**src/rtl/ctrl_pkg.sv**
```systemverilog
// Shared decode definitions: opcode and immediate-select encodings, the
// ID/EX control bundle and the decode-stage FSM states.
package ctrl_pkg;

  localparam logic [6:0] OP_R      = 7'b0110011;
  localparam logic [6:0] OP_IMM    = 7'b0010011;
  localparam logic [6:0] OP_LOAD   = 7'b0000011;
  localparam logic [6:0] OP_STORE  = 7'b0100011;
  localparam logic [6:0] OP_BRANCH = 7'b1100011;
  localparam logic [6:0] OP_JAL    = 7'b1101111;
  localparam logic [6:0] OP_JALR   = 7'b1100111;
  localparam logic [6:0] OP_LUI    = 7'b0110111;
  localparam logic [6:0] OP_AUIPC  = 7'b0010111;

  localparam logic [6:0] F7_MULDIV = 7'b0000001;

  localparam logic [2:0] IMM_R = 3'd1;
  localparam logic [2:0] IMM_I = 3'd2;
  localparam logic [2:0] IMM_S = 3'd3;
  localparam logic [2:0] IMM_B = 3'd4;
  localparam logic [2:0] IMM_J = 3'd5;
  localparam logic [2:0] IMM_U = 3'd6;

  localparam logic [1:0] ALU_ADD = 2'b00;
  localparam logic [1:0] ALU_BR  = 2'b01;
  localparam logic [1:0] ALU_REG = 2'b10;
  localparam logic [1:0] ALU_IMM = 2'b11;

  typedef struct packed {
    logic [1:0] alu_op;
    logic       alu_src;
    logic       branch;
    logic       jump;
    logic       mem_read;
    logic       mem_write;
    logic       reg_write;
    logic       mem_to_reg;
    logic [2:0] imm_sel;
  } ctrl_t;

  typedef enum logic [1:0] {
    RUN     = 2'd0,
    FLUSH   = 2'd1,
    MD_BUSY = 2'd2
  } state_e;

endpackage

```
**src/rtl/inst_decode.sv**
```systemverilog
// Purely combinational opcode decoder: control bundle, legality and which
// source registers the instruction actually reads.
module inst_decode
  import ctrl_pkg::*;
#(
  parameter bit MD_EN = 1'b1
) (
  input  logic [31:0] inst_i,
  output ctrl_t       ctrl_o,
  output logic        illegal_o,
  output logic        rs1_used_o,
  output logic        rs2_used_o,
  output logic        is_md_o
);

  logic [6:0] opcode;
  logic [6:0] funct7;
  logic       unused_fields;

  assign opcode        = inst_i[6:0];
  assign funct7        = inst_i[31:25];
  assign unused_fields = ^inst_i[24:7];

  // NOTE: every output gets a default before the case, so no path through
  // the block can leave one unassigned and infer a latch.
  always_comb begin
    ctrl_o     = '0;
    illegal_o  = 1'b0;
    rs1_used_o = 1'b0;
    rs2_used_o = 1'b0;
    is_md_o    = 1'b0;
    case (opcode)
      OP_R: begin
        if (funct7 == F7_MULDIV && !MD_EN) begin
          illegal_o = 1'b1;
        end else begin
          ctrl_o.alu_op    = ALU_REG;
          ctrl_o.reg_write = 1'b1;
          ctrl_o.imm_sel   = IMM_R;
          rs1_used_o       = 1'b1;
          rs2_used_o       = 1'b1;
          is_md_o          = (funct7 == F7_MULDIV);
        end
      end
      OP_IMM: begin
        ctrl_o.alu_op    = ALU_IMM;
        ctrl_o.alu_src   = 1'b1;
        ctrl_o.reg_write = 1'b1;
        ctrl_o.imm_sel   = IMM_I;
        rs1_used_o       = 1'b1;
      end
      OP_LOAD: begin
        ctrl_o.alu_op     = ALU_ADD;
        ctrl_o.alu_src    = 1'b1;
        ctrl_o.mem_read   = 1'b1;
        ctrl_o.reg_write  = 1'b1;
        ctrl_o.mem_to_reg = 1'b1;
        ctrl_o.imm_sel    = IMM_I;
        rs1_used_o        = 1'b1;
      end
      OP_STORE: begin
        ctrl_o.alu_op    = ALU_ADD;
        ctrl_o.alu_src   = 1'b1;
        ctrl_o.mem_write = 1'b1;
        ctrl_o.imm_sel   = IMM_S;
        rs1_used_o       = 1'b1;
        rs2_used_o       = 1'b1;
      end
      OP_BRANCH: begin
        ctrl_o.alu_op  = ALU_BR;
        ctrl_o.branch  = 1'b1;
        ctrl_o.imm_sel = IMM_B;
        rs1_used_o     = 1'b1;
        rs2_used_o     = 1'b1;
      end
      OP_JAL: begin
        ctrl_o.jump      = 1'b1;
        ctrl_o.reg_write = 1'b1;
        ctrl_o.imm_sel   = IMM_J;
      end
      OP_JALR: begin
        ctrl_o.jump      = 1'b1;
        ctrl_o.alu_src   = 1'b1;
        ctrl_o.reg_write = 1'b1;
        ctrl_o.imm_sel   = IMM_I;
        rs1_used_o       = 1'b1;
      end
      OP_LUI, OP_AUIPC: begin
        ctrl_o.alu_src   = 1'b1;
        ctrl_o.reg_write = 1'b1;
        ctrl_o.imm_sel   = IMM_U;
      end
      default: illegal_o = 1'b1;
    endcase
  end

endmodule

```
**src/rtl/decode_ctrl.sv**
```systemverilog
// Decode-stage control: load-use stall, branch flush, multicycle M-op
// sequencing and the registered ID/EX control bundle.
module decode_ctrl
  import ctrl_pkg::*;
#(
  parameter int FLUSH_DEPTH = 1,
  parameter bit MD_EN       = 1'b1
) (
  input  logic        clk,
  input  logic        rst,
  input  logic        id_valid,
  input  logic [31:0] id_inst,
  input  logic        ex_mem_read,
  input  logic [4:0]  ex_rd,
  input  logic        br_taken,
  input  logic        md_done,
  output logic        id_ready,
  output logic        pc_stall,
  output logic        if_flush,
  output logic        ctrl_valid,
  output ctrl_t       ctrl,
  output logic        md_start,
  output logic        illegal
);

  localparam logic [1:0] FLUSH_LOAD = 2'(FLUSH_DEPTH - 1);

  state_e     state_q, state_d;
  logic [1:0] cnt_q, cnt_d;
  ctrl_t      ctrl_q, ctrl_d;
  logic       valid_q, valid_d;
  logic       ill_q, ill_d;

  ctrl_t      dec_ctrl;
  logic       dec_illegal;
  logic       dec_rs1_used;
  logic       dec_rs2_used;
  logic       dec_is_md;
  logic       load_use;

  inst_decode #(.MD_EN(MD_EN)) u_dec (
    .inst_i     (id_inst),
    .ctrl_o     (dec_ctrl),
    .illegal_o  (dec_illegal),
    .rs1_used_o (dec_rs1_used),
    .rs2_used_o (dec_rs2_used),
    .is_md_o    (dec_is_md)
  );

  // x0 is never a real dependency, so a load targeting it cannot stall.
  assign load_use = id_valid && ex_mem_read && (ex_rd != 5'd0) &&
                    ((dec_rs1_used && (ex_rd == id_inst[19:15])) ||
                     (dec_rs2_used && (ex_rd == id_inst[24:20])));

  always_comb begin
    state_d  = state_q;
    cnt_d    = cnt_q;
    ctrl_d   = '0;
    valid_d  = 1'b0;
    ill_d    = 1'b0;
    id_ready = 1'b1;
    pc_stall = 1'b0;
    if_flush = 1'b0;
    md_start = 1'b0;
    case (state_q)
      RUN: begin
        if (br_taken) begin
          if_flush = 1'b1;
          if (FLUSH_DEPTH > 1) begin
            state_d = FLUSH;
            cnt_d   = FLUSH_LOAD;
          end
        end else if (load_use) begin
          pc_stall = 1'b1;
          id_ready = 1'b0;
        end else if (id_valid) begin
          if (dec_illegal) begin
            ill_d = 1'b1;
          end else begin
            ctrl_d  = dec_ctrl;
            valid_d = 1'b1;
            if (dec_is_md) begin
              md_start = 1'b1;
              state_d  = MD_BUSY;
            end
          end
        end
      end
      FLUSH: begin
        if_flush = 1'b1;
        cnt_d    = cnt_q - 2'd1;
        if (cnt_q == 2'd1) state_d = RUN;
      end
      MD_BUSY: begin
        pc_stall = 1'b1;
        id_ready = 1'b0;
        if (md_done) state_d = RUN;
      end
      default: state_d = RUN;
    endcase
    // Reset must not leak a stall, flush or M-unit launch into the pipeline.
    if (rst) begin
      id_ready = 1'b1;
      pc_stall = 1'b0;
      if_flush = 1'b0;
      md_start = 1'b0;
    end
  end

  // NOTE: non-blocking assignments so every register samples the values
  // that existed before the edge, independent of statement order.
  always_ff @(posedge clk) begin
    if (rst) begin
      state_q <= RUN;
      cnt_q   <= 2'd0;
      ctrl_q  <= '0;
      valid_q <= 1'b0;
      ill_q   <= 1'b0;
    end else begin
      state_q <= state_d;
      cnt_q   <= cnt_d;
      ctrl_q  <= ctrl_d;
      valid_q <= valid_d;
      ill_q   <= ill_d;
    end
  end

  assign ctrl       = ctrl_q;
  assign ctrl_valid = valid_q;
  assign illegal    = ill_q;

endmodule

```
**config.mk**
```make
export PLATFORM = sky130hd
export DESIGN_NAME = decode_ctrl
export DESIGN_NICKNAME = d
export VERILOG_FILES = /design/src/rtl/ctrl_pkg.sv /design/src/rtl/inst_decode.sv /design/src/rtl/decode_ctrl.sv
export SDC_FILE = /design/constraint.sdc
export NUM_CORES = 1
export LEC_CHECK = 0
export CORE_ASPECT_RATIO = 0.7
export CORE_MARGIN = 5
export CORE_UTILIZATION = 41
export DETAILED_ROUTE_END_ITERATION = 8
export GPL_TIMING_DRIVEN = 0
export PLACE_DENSITY = 0.94
export SYNTH_ARGS = -nofsm -noshare
export SYNTH_HDL_FRONTEND = slang
export SYNTH_HIERARCHICAL = 1
export SYNTH_SLANG_ARGS = --single-unit
```
**constraint.sdc**
```tcl
create_clock -name clk -period 4.55 [get_ports clk]
set_input_delay 0.455 -clock clk [delete_from_list [all_inputs] [get_ports clk]]
set_output_delay 0.455 -clock clk [all_outputs]
set_load 0.05 [all_outputs]
```
==> impl_metrics.json <==
{
  "slew_viol_final": 0,
  "ir_drop_mv": 0.102,
  "synth_area_um2": 1100,
  "hpwl_um": 2430,
  "reg2reg_from": "state_q[1]$_SDFFE_PP0P_",
  "drt_wl_total_um": 2760,
  "min_from": "id_inst[3]",
  "postRouteAntennaNets": 0,
  "cts.sinks": 15,
  "fp.dieW_um": 71.9,
  "htree_levels": 1,
  "timing.fmax_mhz": 288,
  "clkLatencyLatePin_ns": 0.24,
  "initial_core_util_pct": 43.7,
  "cp_slowest_cell": "clkdlybuf4s50_1",
  "period_needed_ns": 3.48,
  "synth-xor-area-share_pct": 7.97,
  "grt_first_pass_wirelength_um": 4430,
  "fp-row-count": 15,
  "die-height_um": 53.3,
  "antennaDiodeCount": 0,
  "critical_path_arrival_ns": 3.02,
  "use_met2_pct": 25.6,
  "crit_fanout": 10,
  "syn_area_per_cell_um2": 8.86,
  "cts_resized": 0,
  "tightest_slew_ns": 0.536,
  "crit_type": "in -> out",
  "grt_max_degree": 11,
  "grtUsageTotal_pct": 14.8,
  "crit_chain": "clkdlybuf4s50_1 -> buf_4 -> o21a_1 -> nor3_1 -> nand2_1 -> o22ai_2 -> buf_2 -> a32oi_1 -> clkdlybuf4s50_1",
  "p_leak_nw": 0.568,
  "viasPerCell": 5.10,
  "finClkSkew_ns": 0.00229,
  "maxCapViolCount": 0,
  "synth_top_family_by_area": "simple AND/OR/NAND/NOR gates",
  "synth_seq_cells": 15,
  "first_pass_iters": 4,
  "root_buffer": "clkbuf_8",
  "crit_top_cell": "clkdlybuf4s50_1",
  "slowest_delay_ns": 0.72,
  "syn_nets": 167,
  "fin_util_pct": 66.3,
  "syn_inst": 124,
  "ios": 61,
  "vias": 1070,
  "ff2ff_setup_slack_ns": 2.88,
  "reg2reg_to": "ctrl[4]$_SDFF_PP0_",
  "global_route.usage.met1_pct": 17.1,
  "grt_pass1_vias": 1023,
  "tritoncts": "done",
  "grt.busiest_layer": "met2",
  "path_delay_family": "buffers and inverters",
  "power_density_nw_per_um2": 188,
  "synth-seq-area-share_pct": 27.3,
  "yosys.area_share.simple_pct": 28.5,
  "drive_gt1_share_pct": 16.5,
  "holdPathStages": 4,
  "ff2ff_path_depth": 4,
  "netlist-cell-type-count": 44,
  "cts_inserted_buffers": 3,
  "required_ns": 4.09,
  "critPathLaunchType": "input port",
  "drt_iter0_drc": 64,
  "use_met3_pct": 3.61,
  "crit_path_end_kind": "primary output",
  "synth-adder-area-share_pct": 0,
  "postCtsHoldBufs": 0,
  "hold-path-endpoint": "ctrl[9]$_SDFF_PP0_",
  "gr-total-overflow": 0,
  "rsz0062_at_grt": "no",
  "area_growth_syn_to_layout_pct": 51.8,
  "setup_violations": 0,
  "post_cts_buffers": 0,
  "status": "complete, no violations",
  "final_cell_mix": "clkdlybuf4s50_1 (48), dfxtp_1 (15), inv_1 (13), xnor2_1 (10)",
  "p_total_w": 0.000314,
  "synth.mux.area_fraction_pct": 0.911,
  "relSlewSlack_pct": 64.3,
  "setup-tns-final_ns": 0,
  "wl_per_cell_um": 13.2,
  "clkTransAtPathRegs_ns": 0.05,
  "drc": 0,
  "final_common_cell": "clkdlybuf4s50_1",
  "antenna_found_initial": 0,
  "core_area_um2": 2510,
  "fin_nets": 220,
  "design.die.area_um2": 3830,
  "place_congestion": 0.831,
  "synth_compound_area_share_pct": 22.9,
  "yosys_warnings": 6,
  "port_buffers": 48,
  "finalCritPeriodShare_pct": 76.4,
  "hold_viol_final": 0,
  "ctsLongestPathBuffers": 2,
  "hp-class": "in -> reg",
  "path_buf_inv": 4
}
[final cells by class]
type / count / area [um2]
Fill cell: 219 / 847
Multi-Input combinational cell: 86 / 662
Clock buffer: 3 / 41.3
Sequential cell: 15 / 300
Tap cell: 34 / 42.5
Buffer: 10 / 87.6
Clock inverter: 1 / 5.00
Timing Repair Buffer: 48 / 480
Inverter: 13 / 48.8
[cells by family (layout without fill, tap and decap cells)]
kind of cell	after synthesis	in the layout
compound gates	31	31
xor+xnor	10	10
buf+inv	23	75
flops	15	15
mux	1	1
simple gates	44	44
[layer usage]
layer	share of wire, %	vias up
met1	45	463
li1	-	547
met4	2.1	0
met5	0	-
met3	7.7	5
met2	45	55
[cells in the mapped netlist (all sizes together)]
library cell	number	area, um2
a2bb2oi	1	8.76
nand3b	2	27.5
o221ai	1	8.76
or3	2	12.5
dfxtp	15	300
buf	10	87.6
a211oi	12	120
nor2	10	47.6
nand2b	3	21.3
inv	13	48.8
mux2i	1	10.0
nand3	1	5.00
nor3b	1	7.51
a21oi	9	45.0
o21ai	2	10.0
o311a	1	10.0
a41o	1	10.0
nand2	9	33.8
o21a	1	7.51
and3	2	17.5
xnor2	10	87.6
nor4b	3	32.5
nor4	3	25.0
and3b	1	8.76
a32o	1	10.0
a32oi	1	8.76
o22ai	1	12.5
nand4	2	12.5
nand4b	2	23.8
nand4bb	1	27.5
nor3	2	10.0
[worst min-delay path, stage by stage]
cell	delay (ns)
buf_6	0.11
nor4_1	0.06
inv_1	0.04
a211oi_1	0.04
[per-stage QoR]
| step | hold slack [ns] | instances | area [um2] | worst slack (ns) |
|---|---|---|---|---|
| finish | 0.503 | 210 | 1670 | 1.07 |
| global route | 0.513 | 210 | 1670 | 0.923 |
| CTS | 0.497 | 210 | 1670 | 1.08 |
| detailed placement | 0.576 | 206 | 1620 | 1.08 |
| global placement | 0.549 | 206 | 1620 | 1.12 |
| floorplan | 0.521 | 124 | 1100 | 1.83 |
[worst max path at each step]
stage,start,to,slack (ns),depth (start not counted)
after floorplan,ex_rd[0],id_ready,1.83,5
after global placement,id_inst[6],id_ready,1.12,9
after detailed placement,id_inst[6],id_ready,1.08,9
after CTS,id_inst[6],id_ready,1.08,9
after global routing,id_inst[6],id_ready,0.92,9
final,id_inst[6],id_ready,1.07,9
[state kept, by name (all words and copies together) (netlist names)]
register / count
ctrl_valid: 1
illegal: 1
state_q: 1
ctrl: 12
[power by group]
group,switching [W],internal [W],leakage (nW)
Clock,0.0000400,0.0000604,0.0255
Combinational,0.0000354,0.0000459,0.421
Sequential,0.0000000951,0.000132,0.121
Total,0.0000755,0.000238,0.568
No activity file was read; power rests on OpenSTA's default activity.
